[config.mk]
export PLATFORM = sky130hd
export DESIGN_NAME = uart_transmitter_cfg
export DESIGN_NICKNAME = d
export VERILOG_FILES = /design/src/rtl/uart_pkg.sv /design/src/rtl/uart_transmitter_cfg.sv
export SDC_FILE = /design/constraint.sdc
export NUM_CORES = 1
export LEC_CHECK = 0
export BUFFER_PORTS_ARGS = -buffer_cell sky130_fd_sc_hd__buf_2
export CAP_MARGIN = 5
export CORE_ASPECT_RATIO = 0.8
export CORE_UTILIZATION = 41
export DETAILED_ROUTE_END_ITERATION = 16
export PLACE_DENSITY = 0.63
export SLEW_MARGIN = 0
export SYNTH_ARGS = -nofsm -noshare
export SYNTH_HDL_FRONTEND = slang
export SYNTH_SLANG_ARGS = --single-unit
[constraint.sdc]
create_clock -name sys_clk -period 1.7 [get_ports sys_clk]
set_clock_uncertainty 0.05 [all_clocks]
set_input_delay 0.17 -clock sys_clk [delete_from_list [all_inputs] [get_ports sys_clk]]
set_output_delay 0.17 -clock sys_clk [all_outputs]
set_load 0.02 [all_outputs]
[src/rtl/uart_pkg.sv]
// Shared encodings for the configurable UART transmitter: FSM states and parity modes.
package uart_pkg;

    typedef enum logic [2:0] {
        ST_IDLE  = 3'd0,
        ST_START = 3'd1,
        ST_DATA  = 3'd2,
        ST_PAR   = 3'd3,
        ST_STOP1 = 3'd4,
        ST_STOP2 = 3'd5
    } state_t;

    localparam int PARITY_NONE = 0;
    localparam int PARITY_EVEN = 1;
    localparam int PARITY_ODD  = 2;

    // Bit counter width; covers up to 8 data bits.
    localparam int CNT_W = 4;

endpackage

[src/rtl/uart_transmitter_cfg.sv]
// UART transmitter with compile-time frame format, paced by an external baud tick.
// Each frame bit is launched on a tick and held until the next tick.
module uart_transmitter_cfg
    import uart_pkg::*;
#(
    parameter int DATA_BITS = 8,
    parameter int PARITY    = 0,
    parameter int STOP_BITS = 1
) (
    input  logic       sys_clk,
    input  logic       sys_rst_n,
    input  logic       tx_clk_en,
    input  logic       tx_valid,
    input  logic [7:0] tx_data,
    output logic       tx_ready,
    output logic       uart_tx,
    output logic       uart_tx_busy,
    output logic       tx_done
);

    generate
        if (DATA_BITS < 5 || DATA_BITS > 8 || PARITY < 0 || PARITY > 2 ||
            STOP_BITS < 1 || STOP_BITS > 2) begin : g_bad_param
            $error("uart_transmitter_cfg: illegal DATA_BITS/PARITY/STOP_BITS");
        end
    endgenerate

    localparam logic [CNT_W-1:0] LAST_BIT = CNT_W'(DATA_BITS - 1);
    localparam logic             PAR_INV  = (PARITY == PARITY_ODD);

    state_t               state, state_n;
    logic [DATA_BITS-1:0] shift, shift_n;
    logic [CNT_W-1:0]     cnt, cnt_n;
    logic                 par, par_n;
    logic                 tx_n, done_n;

    always_ff @(posedge sys_clk or negedge sys_rst_n) begin
        if (!sys_rst_n) begin
            state   <= ST_IDLE;
            shift   <= '0;
            cnt     <= '0;
            par     <= 1'b0;
            uart_tx <= 1'b1;
            tx_done <= 1'b0;
        end else begin
            state   <= state_n;
            shift   <= shift_n;
            cnt     <= cnt_n;
            par     <= par_n;
            uart_tx <= tx_n;
            tx_done <= done_n;
        end
    end

    // Parity accumulates from the latched bits as they shift out.
    always_comb begin
        state_n = state;
        shift_n = shift;
        cnt_n   = cnt;
        par_n   = par;
        tx_n    = uart_tx;
        done_n  = 1'b0;
        case (state)
            ST_IDLE: begin
                if (tx_valid) begin
                    shift_n = tx_data[DATA_BITS-1:0];
                    cnt_n   = '0;
                    par_n   = 1'b0;
                    state_n = ST_START;
                end
            end
            ST_START: begin
                if (tx_clk_en) begin
                    tx_n    = 1'b0;
                    state_n = ST_DATA;
                end
            end
            ST_DATA: begin
                if (tx_clk_en) begin
                    tx_n    = shift[0];
                    par_n   = par ^ shift[0];
                    shift_n = shift >> 1;
                    cnt_n   = cnt + 1'b1;
                    if (cnt == LAST_BIT)
                        state_n = (PARITY != PARITY_NONE) ? ST_PAR : ST_STOP1;
                end
            end
            ST_PAR: begin
                if (tx_clk_en) begin
                    tx_n    = par ^ PAR_INV;
                    state_n = ST_STOP1;
                end
            end
            ST_STOP1: begin
                if (tx_clk_en) begin
                    tx_n = 1'b1;
                    if (STOP_BITS == 2) begin
                        state_n = ST_STOP2;
                    end else begin
                        state_n = ST_IDLE;
                        done_n  = 1'b1;
                    end
                end
            end
            ST_STOP2: begin
                if (tx_clk_en) begin
                    tx_n    = 1'b1;
                    state_n = ST_IDLE;
                    done_n  = 1'b1;
                end
            end
            default: begin
                state_n = ST_IDLE;
                tx_n    = 1'b1;
            end
        endcase
    end

    assign tx_ready     = (state == ST_IDLE);
    assign uart_tx_busy = ~tx_ready;

endmodule

* Word-level counts from Yosys, hierarchy flattened
Cells that the tools add are included.
** Word-level totals
- Register bits :: 18
- Input bits :: 12
- Output and inout bits :: 4
** Operators by class
- Reduce and logical (&&, ||, !) cells :: 6
- Bitwise operators :: 2
- $add $sub $neg :: 1
- Mux-type cells :: 23
- Eq/ne operators :: 12
** Operators with widths (number)
- 3-bit two-way mux :: 6
- 8-bit two-way mux :: 2
- 8-bit one-hot mux with 2 select lines :: 1
- 3-bit one-hot mux with 5 select lines :: 1
- 2-bit != test (second input constant) :: 5
- 1-bit two-way mux :: 8
- 4-bit two-way mux :: 2
- 4-bit one-hot mux with 2 select lines :: 1
- 3-bit by 2-bit == test with 1-bit output (second input constant) :: 2
- 3-bit == test (second input constant) :: 2
- 6-bit AND reduction :: 1
- 1-bit one-hot mux with 5 select lines :: 1
- 5-bit AND reduction :: 1
- 4-bit by 1-bit adder with 4-bit output (second input constant) :: 1
- 4-bit by 3-bit == test with 1-bit output (second input constant) :: 1
- 3-bit by 1-bit == test with 1-bit output (second input constant) :: 1
- 3-bit zero test :: 1
- 3-bit AND reduction :: 1
- 2-bit by 1-bit != test with 1-bit output (second input constant) :: 1
- 1-bit one-hot mux with 2 select lines :: 1
- 2-bit nonzero test :: 1
- 2-bit OR reduction :: 1
- 1-bit inverter :: 1
- 1-bit bitwise XOR :: 1

* Logic depth before layout (Yosys ltp)
- Depth in word-level cells :: 4
- Mapped depth :: 5
- Depth with buffers taken out :: 4

* Least setup slack after synthesis
OpenSTA, ideal clock, no wires.
- Path type :: flip-flop to flip-flop
- From :: register state[0]
- To :: register shift[0]
- Cell stages (with the launch flop) :: 6
- Library setup time :: 132 ps
- Arrival time :: 1283 ps
- Path buffers :: 2
- Path slack :: 235 ps
- Cell sequence :: dfrtp_1 -> buf_6 -> or4b_1 -> buf_6 -> nand3_1 -> o21ai_1
** Between the ends
- Word-level cells in the longest chain between the ends :: 3
** Ends and longest elaborated chain
- start, declared :: RTL line uart_transmitter_cfg.sv:31 : state_t state, state_n;
- start signal, assigned :: RTL line uart_transmitter_cfg.sv:46 : state <= state_n;
- 3-bit by 2-bit == test with 1-bit output / 3-bit zero test (equally long branches) :: RTL line uart_transmitter_cfg.sv:63 : case (state)
- 2-bit != test (no source line) / 2-bit nonzero test (equally long branches)
- 3-bit AND reduction (no source line)
- end signal, assigned :: RTL line uart_transmitter_cfg.sv:47 : shift <= shift_n;
- end, declared :: RTL line uart_transmitter_cfg.sv:32 : logic [DATA_BITS-1:0] shift, shift_n;
Several ways; a longest one is shown, not always the timed one.
A chain may end at the register's enable or synchronous reset.

* Final worst setup path
- From :: register state[2]
- To :: output tx_ready
** Between the ends
- Word-level cells in the longest chain between the ends :: 1
** Ends and longest elaborated chain
- 3-bit zero test :: RTL line uart_transmitter_cfg.sv:119 : assign tx_ready = (state == ST_IDLE);
- end, declared :: RTL line uart_transmitter_cfg.sv:15 : output logic tx_ready,
No other way between the ends.

==> out/qor.csv <==
metric,value,unit
tritoncts.num_buffers,3,
fillerInstances,208,
floorplan.initialDensity,44.3,%
postSynthCellCount,86,
die_area,2570,um2
clkPwrFrac,13.7,%
netSwitchingFraction,40.1,%
worst_vdd_drop,0.936,mV
netSwitchingPower,0.775,mW
worstSetupEndpoint,tx_ready,
crit_cells,3,
routedWlPerCell,14.1,um
count_of_unique_library_cells_instantiated_by_yosys,34,
rsz0062_at_grt,false,
status,finished clean,
crit_path_cell_trace,or3_1 -> inv_1 -> buf_2,
fin_cells,130,
wl_met1,937,um
synth_enable_flop_cells,0,
dp_worst_setup_slack,-0.00514,ns
portBuffers,15,
synthTopCellsByCount,"sky130_fd_sc_hd__dfrtp_1, sky130_fd_sc_hd__mux2i_1, sky130_fd_sc_hd__o21ai_1, sky130_fd_sc_hd__nand3_1",
grt_max_degree,19,
min_period,1.61,ns
cts_sinks,18,
highest-signal-layer,met4,
final.period_utilization,94.6,%
p_leak,0.520,nW
critical_path.startpoint,state[2],
pwr-share-seq,41.2,%
route.detailed.drc,0,
ys_seq_area_share,46.4,%
worst_setup_margin,0.0923,ns
layout-drive-gt1-share,36.2,%
antennaDiodeCount,0,
max_cap_viols,0,
boundaryPins,16,
endpoint_kind,primary output,
via_count,721,
die_width,56.5,um
syn-cell-area,973,um2
timing_hold_violations_final,0,
area_delta_synth_final,14.4,%
wl_met2,783,um
routed-wl-met3,90,um
cts_max_level,1,
placed_area,1050,um2
worst-path-buf-inv,2,
row_count,15,
design.core.area,2200,um2
ys_async_sr_fraction,100,%
grt_antenna_before_repair,0,
critical_path_required,1.48,ns
synth_seq_cells,18,
pwr_density_cell,1740,nW/um2
cp_top_family,flip-flops,
die_h,45.6,um
maxSlewViolCount,0,
clockRootBuffer,sky130_fd_sc_hd__clkbuf_4,
cp_max_fo,10,
slew_headroom,71.6,%
synth.top_cell.area_share,43.7,%
clock_latency,0.30,ns
max_stage_delay,0.52,ns
worst-setup-path-type,reg2out,
clockBufferDepth,2,
cp_slowest_cell,sky130_fd_sc_hd__dfrtp_1,
ys_top_cells_by_area,"sky130_fd_sc_hd__dfrtp_1, sky130_fd_sc_hd__mux2i_1, sky130_fd_sc_hd__buf_6, sky130_fd_sc_hd__nand3_2, sky130_fd_sc_hd__o21ai_1",
max_freq,0.622,GHz
global_route_wire_length_before_repair,3100,um
p_int,1.16,mW
yosys.cell_count.top_type,sky130_fd_sc_hd__dfrtp_1,
final_net_count,119,
final-setup-viol-count,0,
netlist.top_cell.by_area,sky130_fd_sc_hd__dfrtp_1,
tritoncts,done,
hold_path.class,in2reg,
r2r.worst_path.cells,3,
syn_area_per_cell,11.3,um2
clkTransAtPathRegs,0.10,ns
place_inst,124,
dp.final_hpwl,1260,um
overflow,0,
reg2reg_to,cnt[3],
finish.instance_area,1110,um2
worst_ep_arrival_time,1.39,ns
worst_max_slew_pin_slew,0.426,ns
drt_first_pass_iters,4,
synth_top_flop_cell,sky130_fd_sc_hd__dfrtp_1,
vias_per_cell,5.55,
routabilityCongestion,0.755,
grt_usage,16.4,%
worst-r2r-setup-slack,0.16,ns
synth.yosys.warnings,0,
drc_violation_total_after_the_first_tritonroute_iteration,14,
final_ant_viol_nets,0,
power.combinational.fraction,45.1,%
route.final.wire_length,1840,um
reg2reg_launch_point,state[2],
grt_pass1_vias,654,
timing.critical_path.from_type,flip-flop,
synthesis.nets,99,
postLayoutCoreUtil,50.7,%
-- power groups by stage --
stage                     registers (mW)  clock network (mW)  logic (mW)
after detailed placement           0.799                   0       0.852
after global routing               0.826               0.294       0.978
after CTS                          0.793               0.278       0.863
final                              0.797               0.266       0.873
after global placement             0.793                   0       0.840
after floorplan                    0.739                   0       0.742
-- flip-flops by register name (all words and copies together), names as in the netlist --
register and flops:
shift 8, cnt 4, state 3, par 1
tx_done 1, uart_tx 1
-- layout make-up --
| type | count | area [um2] | share of cell area, % |
|---|---|---|---|
| Multi-Input combinational cell | 59 | 459 | 41.2 |
| Sequential cell | 18 | 453 | 40.7 |
| Timing Repair Buffer | 21 | 123 | 11.0 |
| Tap cell | 25 | 31.3 | 2.81 |
| Clock buffer | 4 | 36.3 | 3.26 |
| Inverter | 3 | 11.3 | 1.01 |
-- what timing repair did --
item | in CTS | in global routing
hold endpoints to repair | 17 | 0
setup endpoints to repair | 4 | 7
hold buffers | 1 | 0
resized for setup | 1 | 1
buffers inserted | 0 | 1
pin swaps | 0 | 0
-- worst min path at each step --
stage / depth (start not counted) / slack (ns) / to / from
after detailed placement: 1 / 0.08 / tx_done / sys_rst_n
final: 2 / 0.05 / shift[7] / tx_data[7]
after global routing: 2 / 0.05 / shift[7] / tx_data[7]
after floorplan: 0 / -0.18 / cnt[0] / sys_rst_n
after CTS: 2 / 0.04 / shift[7] / tx_data[7]
after global placement: 1 / 0.08 / tx_done / sys_rst_n
-- placed cells by master (no fill, tap or decap), types with 4 or more instances in the layout --
master,count
sky130_fd_sc_hd__buf_2,15
sky130_fd_sc_hd__buf_4,5
sky130_fd_sc_hd__dfrtp_1,16
sky130_fd_sc_hd__mux2i_1,8
sky130_fd_sc_hd__nand3_1,6
sky130_fd_sc_hd__nand3_2,4
sky130_fd_sc_hd__o21ai_1,8
-- routing by layer --
metal | up-vias | GRT usage [%]
li1 | 362 | -
met1 | 341 | 23.5
met2 | 14 | 22.6
met3 | 4 | 5.97
met4 | 0 | 5.85
met5 | - | 0
-- logic make-up after synthesis --
kind of cell / after synthesis / synth area share (%)
adders and majority gates: 1 / 1.29
and+or+nand+nor: 25 / 19.8
AOI/OAI and AO/OA: 24 / 16.3
DFF: 18 / 46.4
muxes: 9 / 9.38
buffers and inverters: 9 / 6.81
-- metrics by stage --
step / setup TNS, ns / total power [mW] / hold WS [ns]
2_1_floorplan: 0 / 1.48 / -0.176
3_3_place_gp: 0 / 1.63 / 0.0751
3_5_place_dp: -0.00514 / 1.65 / 0.0788
4_1_cts: 0 / 1.93 / 0.0374
5_1_grt: 0 / 2.10 / 0.0460
6_report: 0 / 1.93 / 0.0462
Note: power is estimated with default switching activity, not from simulation.
